$ cat config.mk
export PLATFORM = sky130hd
export DESIGN_NAME = sprite_issuer
export DESIGN_NICKNAME = d
export VERILOG_FILES = /design/src/rtl/graphics_pkg.sv /design/src/rtl/sprite_table.sv /design/src/rtl/sprite_issuer.sv
export SDC_FILE = /design/constraint.sdc
export NUM_CORES = 1
export LEC_CHECK = 0
export CAP_MARGIN = 30
export CORE_MARGIN = 2
export CORE_UTILIZATION = 35
export DETAILED_ROUTE_END_ITERATION = 7
export SYNTH_ARGS = -nofsm -noshare
export SYNTH_HDL_FRONTEND = slang
export SYNTH_SLANG_ARGS = --single-unit
$ cat constraint.sdc
create_clock -name clk_pixel -period 5.2 [get_ports clk_pixel]
set_input_delay 1.3 -clock clk_pixel [delete_from_list [all_inputs] [get_ports clk_pixel]]
set_output_delay 1.3 -clock clk_pixel [all_outputs]
set_load 0.05 [all_outputs]
$ cat src/rtl/graphics_pkg.sv
// graphics_pkg: canvas and spritesheet geometry, the sprite descriptor, issuer states and the animation wrap helper.
// These values are shared with the renderer.
package graphics_pkg;
  localparam int CANVAS_W     = 1280;
  localparam int CANVAS_H     = 720;
  localparam int SHEET_FRAMES = 512;
  localparam int X_W          = $clog2(CANVAS_W);
  localparam int Y_W          = $clog2(CANVAS_H);
  localparam int FRAME_W      = $clog2(SHEET_FRAMES);
  typedef struct packed {
    logic [X_W-1:0]     x;
    logic [Y_W-1:0]     y;
    logic [FRAME_W-1:0] frame;
  } sprite_desc_t;
  typedef enum logic [1:0] {IDLE, SCAN, ISSUE} issuer_state_t;
  // Returns the last valid phase for an animation length. A length of 0 counts as 1.
  function automatic logic [3:0] last_phase(input logic [3:0] nf);
    return nf == 4'd0 ? 4'd0 : nf - 4'd1;
  endfunction
endpackage

$ cat src/rtl/sprite_table.sv
// sprite_table: entity register file with a write port, per-entry animation phase, and a combinational read by index.
// Ports:
//   clk_pixel, sys_rst_n     clock and asynchronous active-low reset
//   tick                     new-frame strobe; it drives the animation divider
//   we, widx, w*             entry write; a write also clears that entry's phase
//   ridx -> ractive, rx, ry, rframe   read port; rframe is base plus phase
module sprite_table import graphics_pkg::*; #(
  parameter int N  = 16,
  parameter int XW = 11,
  parameter int YW = 10,
  parameter int FW = 9,
  parameter int AD = 4,
  parameter int IW = $clog2(N)
) (
  input  logic          clk_pixel,
  input  logic          sys_rst_n,
  input  logic          tick,
  input  logic          we,
  input  logic [IW-1:0] widx,
  input  logic          wactive,
  input  logic [XW-1:0] wx,
  input  logic [YW-1:0] wy,
  input  logic [FW-1:0] wbase,
  input  logic [3:0]    wnf,
  input  logic [IW-1:0] ridx,
  output logic          ractive,
  output logic [XW-1:0] rx,
  output logic [YW-1:0] ry,
  output logic [FW-1:0] rframe
);
  localparam int DW = AD > 1 ? $clog2(AD) : 1;
  logic          active [N];
  logic [XW-1:0] x      [N];
  logic [YW-1:0] y      [N];
  logic [FW-1:0] base   [N];
  logic [3:0]    nf     [N];
  logic [3:0]    phase  [N];
  logic [DW-1:0] div;
  logic          step;
  // Phases advance only on the frame where the divider wraps.
  assign step    = tick && div == DW'(AD - 1);
  assign ractive = active[ridx];
  assign rx      = x[ridx];
  assign ry      = y[ridx];
  assign rframe  = base[ridx] + FW'(phase[ridx]);
  always_ff @(posedge clk_pixel or negedge sys_rst_n)
    if (!sys_rst_n) begin
      div <= '0;
      for (int i = 0; i < N; i++) begin
        active[i] <= 1'b0;
        x[i]      <= '0;
        y[i]      <= '0;
        base[i]   <= '0;
        nf[i]     <= '0;
        phase[i]  <= '0;
      end
    end else begin
      if (tick) div <= step ? '0 : div + 1'b1;
      // A write takes priority over a phase step on the same entry.
      for (int i = 0; i < N; i++)
        if (we && widx == IW'(i)) begin
          active[i] <= wactive;
          x[i]      <= wx;
          y[i]      <= wy;
          base[i]   <= wbase;
          nf[i]     <= wnf;
          phase[i]  <= '0;
        end else if (step && active[i])
          phase[i] <= phase[i] == last_phase(nf[i]) ? '0 : phase[i] + 1'b1;
    end
endmodule

$ cat src/rtl/sprite_issuer.sv
// sprite_issuer: on every frame change, walks the entity table and issues one descriptor per active entity.
// Ports:
//   clk_pixel, sys_rst_n                  clock and asynchronous active-low reset
//   frame_count                           free-running counter; any change starts a new frame
//   ent_*                                 table write port from the game logic
//   sprite_valid/ready, sprite_x/y/frame_number   descriptor handshake to the renderer
//   sweep_done                            one-cycle pulse after a completed sweep
//   overrun                               sticky; a frame arrived before a sweep finished
module sprite_issuer import graphics_pkg::*; #(
  parameter int MAX_SPRITES = 16,
  parameter int WIDTH       = CANVAS_W,
  parameter int HEIGHT      = CANVAS_H,
  parameter int NUM_FRAMES  = SHEET_FRAMES,
  parameter int ANIM_DIV    = 4,
  localparam int IW = $clog2(MAX_SPRITES),
  localparam int XW = $clog2(WIDTH),
  localparam int YW = $clog2(HEIGHT),
  localparam int FW = $clog2(NUM_FRAMES)
) (
  input  logic          clk_pixel,
  input  logic          sys_rst_n,
  input  logic [5:0]    frame_count,
  input  logic          ent_we,
  input  logic [IW-1:0] ent_idx,
  input  logic          ent_active,
  input  logic [XW-1:0] ent_x,
  input  logic [YW-1:0] ent_y,
  input  logic [FW-1:0] ent_base_frame,
  input  logic [3:0]    ent_num_frames,
  input  logic          sprite_ready,
  output logic          sprite_valid,
  output logic [XW-1:0] sprite_x,
  output logic [YW-1:0] sprite_y,
  output logic [FW-1:0] sprite_frame_number,
  output logic          sweep_done,
  output logic          overrun
);
  issuer_state_t state, state_nx;
  logic [5:0]    prev_fc;
  logic          tick, pend, pend_nx, valid_nx, done_nx, overrun_nx, last, accept;
  logic [IW-1:0] idx, idx_nx;
  logic [XW-1:0] x_nx, rx;
  logic [YW-1:0] y_nx, ry;
  logic [FW-1:0] f_nx, rframe;
  logic          ractive;
  assign last   = idx == IW'(MAX_SPRITES - 1);
  assign accept = sprite_valid && sprite_ready;
  sprite_table #(
    .N(MAX_SPRITES), .XW(XW), .YW(YW), .FW(FW), .AD(ANIM_DIV), .IW(IW)
  ) u_table (
    .clk_pixel(clk_pixel),
    .sys_rst_n(sys_rst_n),
    .tick(tick),
    .we(ent_we),
    .widx(ent_idx),
    .wactive(ent_active),
    .wx(ent_x),
    .wy(ent_y),
    .wbase(ent_base_frame),
    .wnf(ent_num_frames),
    .ridx(idx),
    .ractive(ractive),
    .rx(rx),
    .ry(ry),
    .rframe(rframe)
  );
  always_ff @(posedge clk_pixel or negedge sys_rst_n)
    if (!sys_rst_n) begin
      prev_fc             <= '0;
      tick                <= 1'b0;
      state               <= IDLE;
      idx                 <= '0;
      pend                <= 1'b0;
      sprite_valid        <= 1'b0;
      sprite_x            <= '0;
      sprite_y            <= '0;
      sprite_frame_number <= '0;
      sweep_done          <= 1'b0;
      overrun             <= 1'b0;
    end else begin
      prev_fc             <= frame_count;
      tick                <= frame_count != prev_fc;
      state               <= state_nx;
      idx                 <= idx_nx;
      pend                <= pend_nx;
      sprite_valid        <= valid_nx;
      sprite_x            <= x_nx;
      sprite_y            <= y_nx;
      sprite_frame_number <= f_nx;
      sweep_done          <= done_nx;
      overrun             <= overrun_nx;
    end
  // pend holds a restart request that arrives during a stalled ISSUE until the handshake completes.
  always_comb begin
    state_nx   = state;
    idx_nx     = idx;
    pend_nx    = pend;
    valid_nx   = sprite_valid;
    x_nx       = sprite_x;
    y_nx       = sprite_y;
    f_nx       = sprite_frame_number;
    done_nx    = 1'b0;
    overrun_nx = overrun || (tick && state != IDLE);
    case (state)
      IDLE: if (tick) begin
        state_nx = SCAN;
        idx_nx   = '0;
      end
      SCAN:
        if (tick) idx_nx = '0;
        else if (ractive) begin
          state_nx = ISSUE;
          valid_nx = 1'b1;
          x_nx     = rx;
          y_nx     = ry;
          f_nx     = rframe;
        end else if (last) begin
          state_nx = IDLE;
          done_nx  = 1'b1;
        end else idx_nx = idx + 1'b1;
      ISSUE:
        if (accept) begin
          valid_nx = 1'b0;
          pend_nx  = 1'b0;
          if (pend || tick) begin
            state_nx = SCAN;
            idx_nx   = '0;
          end else if (last) begin
            state_nx = IDLE;
            done_nx  = 1'b1;
          end else begin
            state_nx = SCAN;
            idx_nx   = idx + 1'b1;
          end
        end else if (tick) pend_nx = 1'b1;
      default: state_nx = IDLE;
    endcase
  end
endmodule

# Word-level counts from Yosys, hierarchy flattened
# Index checks and enable logic that the tools add are counted.
# Widths: inputs -> output; s select.
dict set report totals {
  ff_bits 673
  input_bits 49
  wordCells 375
}
dict set report op_classes {
  addsub 35
  n_lt_le_gt_ge 1
  eq_ne 42
  n_mux 107
  n_bitwise 2
  n_reduce_logical 80
}
# op count
set op_table {}
lappend op_table {{$mux 4} 72}
lappend op_table {{$add 4x1->4 const B} 17}
lappend op_table {{$logic_not 4->1} 17}
lappend op_table {{$eq 4x4->1} 16}
lappend op_table {{$sub 4x1->4 const B} 16}
lappend op_table {{$bmux 11 s4} 1}
lappend op_table {{$bmux 10 s4} 1}
lappend op_table {{$reduce_bool 2->1} 19}
lappend op_table {{$bmux 9 s4} 1}
lappend op_table {{$eq 4x4->1 const B} 9}
lappend op_table {{$logic_and 1x1->1} 35}
lappend op_table {{$mux 11} 2}
lappend op_table {{$mux 10} 2}
lappend op_table {{$mux 9} 2}
lappend op_table {{$bmux 4 s4} 1}
lappend op_table {{$eq 4x3->1 const B} 4}
lappend op_table {{$mux 1} 14}
lappend op_table {{$mux 2} 6}
lappend op_table {{$pmux 4 s3} 1}
lappend op_table {{$reduce_and 4->1} 3}
lappend op_table {{$add 9x4->9} 1}
lappend op_table {{$eq 4x2->1 const B} 2}
lappend op_table {{$ne 2x2->1 const B} 4}
lappend op_table {{$ne 3x3->1 const B} 2}
lappend op_table {{16 further kinds} 19}

# Depth between registers and ports, before layout
dict set report logic_depth {
  ltp_word 7
  depth_mapped 21
}

# Modules after synthesis
# A second synthesis with hierarchy kept.
dict set report hier_totals {
  cells_unflattened 2559
  hier_area_um2 33243.1
}
# module n_inst cells_each area_each_um2 seq_area_each_um2
set by_module_without_submodules {}
lappend by_module_without_submodules {sprite_table 1 2417 31273.7 15665.0}
lappend by_module_without_submodules {sprite_issuer 1 142 1969.4 1176.1}

# Worst setup path after synthesis
# Ideal clock, no wire load.
dict set report synth_timing {
  path_kind {register -> register}
  from {reg idx[0]}
  to {reg sprite_frame_number[8]}
  t_arrival_ps 3548
  required_time_ps 5117
  slack_ps 1569
  path_stages_with_launch 21
  cell_sequence {dfrtp_1 > buf_4 > buf_4 > buf_6 > buf_4 > buf_4 > buf_2 > mux2i_1 > a221oi_1 > o21ai_0 > nand2_1 > ha_1 > inv_1 > fa_1 > inv_1 > a21o_1 > a21oi_1 > nor3_1 > nand3_1 > xor2_1 > o21ai_0}
}
dict set report synth_between {
  elab_chain_len 5
  word_cells_on_any_way 12
  cone_classes {1 x add/sub; 9 x mux; 1 x bitwise; 1 x reduce/logical}
}
# element line
set synth_rtl {}
lappend synth_rtl {{from (decl)} sprite_issuer.sv:41} ;# logic [IW-1:0] idx, idx_nx;
lappend synth_rtl {{from (signal assigned)} sprite_issuer.sv:84} ;# idx <= idx_nx;
lappend synth_rtl {{$not 4->5 (not written as such) (*)} {sprite_table.sv:42, sprite_table.sv:45}}
lappend synth_rtl {{$bmux 9 s4 (tied with other cells)} sprite_table.sv:45} ;# assign rframe = base[ridx] + FW'(phase[ridx]);
lappend synth_rtl {{$mux 9 (not written as such) (tied with other cells) (2 in series)} sprite_table.sv:45}
lappend synth_rtl {{$add 9x4->9 or $reduce_and 3->1 (tied branches)} --}
lappend synth_rtl {{to (signal assigned)} sprite_issuer.sv:89} ;# sprite_frame_number <= f_nx;
lappend synth_rtl {{to (decl)} sprite_issuer.sv:34} ;# output logic [FW-1:0] sprite_frame_number,
# Every way passes the cells marked *; elsewhere a longest branch is shown, timed or not. The select of a mux whose other input is x is not followed.
# A chain may end at the register's enable or synchronous reset.

# Worst setup path after layout
dict set report layout_timing {
  from {reg idx[1]}
  to {reg sprite_frame_number[8]}
}
# The elaborated chain is that of the path after synthesis.

==> summary.txt <==
Place
  • IO Port Bufs: slightly above 80
  • Placed cell area: ~35000 um2
  • GP Congestion: about 0.77
  • Dpl hpwl: ~54000 um

Clock tree
  • Clock Pin Slew Worst Setup and Hold Paths: about 0.060 ns
  • Num CTS Buffers: 74
  • Setup Fix Bufs, Post-CTS: 0
  • CTS Sinks: 673
  • CTS max path bufs: 3
  • Post-CTS Resized: 0
  • CTS root buf: clkbuf_16
  • CTS H-tree depth: 3
  • # hold bufs at CTS: 0
  • CTS tree: built
  • Worst-Skew Late Latency: 0.64 ns

Routing
  • Vias/cell: between 5 and 6
  • Drt initial violations: around 1300
  • DR WL/cell: roughly 23 um
  • Residual DRC: 0
  • Post-route ant nets: 0
  • DR vias: 20800
  • Drt total wl: between 80000 and 90000 um
  • DRT Pass-1 Iters: 5

Worst hold path
  • Cell count of the worst hold path: 1
  • Min-delay worst type: reg2reg
  • Hold path start: overrun$_DFF_PN0_
  • Hold path endpoint: overrun$_DFF_PN0_

Yosys
  • EDFF count, synth: 0
  • Post-Syn Area per Cell: roughly 14 um2
  • Warning count from the yosys run: 0
  • Largest area contributor in the netlist: dfrtp_1
  • Ys async rst share: 1.00
  • Syn nets: ~2500
  • Synthesized cell area: 32800 um2
  • Synth area leaders: dfrtp_1 (51%), mux2_2 (21%), mux4_2 (8.9%), mux2i_1 (1.6%), clkbuf_1 (1.6%)
  • Post-synth top flop: dfrtp_1
  • Unique masters post-synth: 57
  • Synth Register Bits: 673
  • Seq/Total Area, Yosys: 0.513
  • Top-area cell type share of the netlist area: 0.513
  • Gate Count Post-Synth: approximately 2400

Setup path
  • Crit-path max cell delay: 0.90 ns
  • CP Capture Type: flop
  • CP Data Arrival Time: ~4.5 ns
  • Worst R2R End: sprite_frame_number[8]$_DFFE_PN0P_
  • Critical-path cell list: nor2b_1 -> a221oi_1 -> o21ai_0 -> nand2_1 -> ha_1 -> inv_1 -> fa_1 -> inv_1 -> a21o_1 -> a21oi_1 -> nor3_1 -> nand3_1 -> xor2_1 -> o21ai_0
  • CP max FO: 35
  • Reg2Reg Setup Slack: between 1 and 1.5 ns
  • Worst-path cell with the longest stage delay: dfrtp_4
  • Worst r2r src: idx[1]$_DFFE_PN0P_
  • Startpoint types: flop
  • R2R depth: 14
  • Worst EP required: 5.73 ns
  • Crit Path Category: reg2reg

Power and ir drop
  • Internal: approximately 0.012 W
  • Power Density: ~440 nW/um2
  • Switching power: ~0.0050 W
  • Leakage: 15.5 nW
  • Switching portion of total power: 0.297
  • Clock network fraction of design power: 0.327
  • Worst VDD drop: 0.000221 V
  • Register share of total power: 0.459
  • Comb power frac: 0.214

STA
  • RSZ-0062 raised after global routing: no
  • Final Hold Fails: 0
  • Setup Skew: around 0.026 ns
  • Setup TNS Final: 0 ns
  • Max Fclk: 250 MHz
  • Final critical-path share of the clock period: 0.769
  • Setup Viol. Count Final: 0
  • Worst Tran Pin Value: slightly below 1 ns
  • Final min period: 4.00 ns
  • Fin. max-slew vios: 0
  • Slew headroom: 0.359

Global routing
  • Vias in the first global route: about 22000
  • Total global-route track usage: 0.179
  • Remaining Overflow, GRT: 0
  • First-pass GRT wire length: between 100000 and 150000 um
  • Initial antenna violation count: 3
  • Pin count of the biggest net entering global routing: 113

Finish
  • Final Cell Area: ~38000 um2
  • Most common cell after layout, fill and taps aside: dfrtp_1
  • Final nets: roughly 2500
  • Area grow syn2layout: 14.8%
  • Share of layout cells above drive strength 1: 0.373
  • Commonest cells after routing, fill and taps aside: dfrtp_1 (670), mux2_2 (605), mux4_2 (130)

Die
  • Rows: roughly 110
  • Die Area: 96300 um2
  • Die width: about 310 um
  • IO Pins: between 80 and 90
  • Die height: 310 um
  • Core area: a little over 90000 um2
  • Starting Density: 0.352

Flow run
  • Max-cap violations: 0

Status
  • Status: finished, final reports clean
==> sequential cells by signal (all words and copies together) (netlist names), 9 cells and up <==
register / count
sprite_frame_number: 9
sprite_x: 11
sprite_y: 10
u_table.active: 16
u_table.base: 144
u_table.nf: 64
u_table.phase: 64
u_table.x: 176
u_table.y: 160
==> per-stage QoR <==
stage | hold slack (ns) | total power [W] | setup slack [ns] | utilization | instances
after floorplan | 0.466 | 0.0102 | 1.57 | - | 2422
after global placement | 0.454 | 0.0110 | 1.25 | 0.376 | 3625
after detailed placement | 0.465 | 0.0113 | 1.20 | 0.377 | 3629
after CTS | 0.476 | 0.0169 | 1.22 | 0.405 | 3763
after global routing | 0.494 | 0.0176 | 0.959 | 0.405 | 3764
final | 0.472 | 0.0167 | 1.20 | 0.405 | 3764
==> worst max-delay path, delay by kind of cell (launching register included) <==
kind	cells	cell delay, ns
flip-flops	1	0.90
AND/OR/NAND/NOR	4	0.97
AO/OA/AOI/OAI	5	1.09
XOR/XNOR	1	0.15
buffers and inverters	2	0.14
adder cells (fa/ha/maj)	2	0.64
==> power by group through the flow <==
stage | Clock [W] | Combinational, W | Sequential, W
2_1_floorplan | 0 | 0.00292 | 0.00724
3_3_place_gp | 0 | 0.00336 | 0.00759
3_5_place_dp | 0 | 0.00359 | 0.00774
4_1_cts | 0.00562 | 0.00360 | 0.00764
5_1_grt | 0.00583 | 0.00394 | 0.00786
6_report | 0.00547 | 0.00357 | 0.00768
==> kinds of logic after synthesis <==
group	share of synthesized area
buffers and inverters	0.0267
multiplexers	0.313
AO/OA/AOI/OAI	0.0565
XOR/XNOR	0.0152
AND/OR/NAND/NOR	0.0653
flip-flops	0.513
adder cells (fa/ha/maj)	0.0105
==> final cells by class <==
| cell class | instances | area (um2) |
|---|---|---|
| timing repair buffer | 134 | 1390 |
| clock buffer | 104 | 2100 |
| clock inverter | 30 | 454 |
| fill | 8528 | 55500 |
| multi-input combinational | 1540 | 15200 |
| tap | 1254 | 1570 |
| inverter | 28 | 105 |
| antenna | 1 | 2.50 |
| sequential | 673 | 16800 |
==> cells in the mapped netlist (all sizes together) (39+ instances only) <==
cell,instances
o21ai,58
nand3,39
mux2i,53
nor2,51
xor2,53
a21oi,87
clkbuf,136
mux4,130
mux2,605
dfrtp,673
buf,45
nand3b,50
nand2,87
==> per-layer routing <==
metal	vias to the layer above	share of wire	track usage
li1	9109	-	-
met1	11000	0.44	0.241
met2	470	0.49	0.300
met3	146	0.040	0.0271
met4	2	0.026	0.0540
met5	-	0.00014	0
==> worst max-delay path by stage <==
stage	from	end	cells after the start
floorplan	idx[0]$_DFFE_PN0P_	sprite_frame_number[8]$_DFFE_PN0P_	20
global placement	ent_idx[1]	u_table.nf[29]$_DFFE_PN0P_	5
detailed placement	ent_idx[1]	u_table.base[68]$_DFFE_PN0P_	5
CTS	idx[1]$_DFFE_PN0P_	sprite_frame_number[8]$_DFFE_PN0P_	14
global route	idx[0]$_DFFE_PN0P_	sprite_frame_number[7]$_DFFE_PN0P_	12
finish	idx[1]$_DFFE_PN0P_	sprite_frame_number[8]$_DFFE_PN0P_	14
Note: power is estimated with default switching activity, not from simulation.
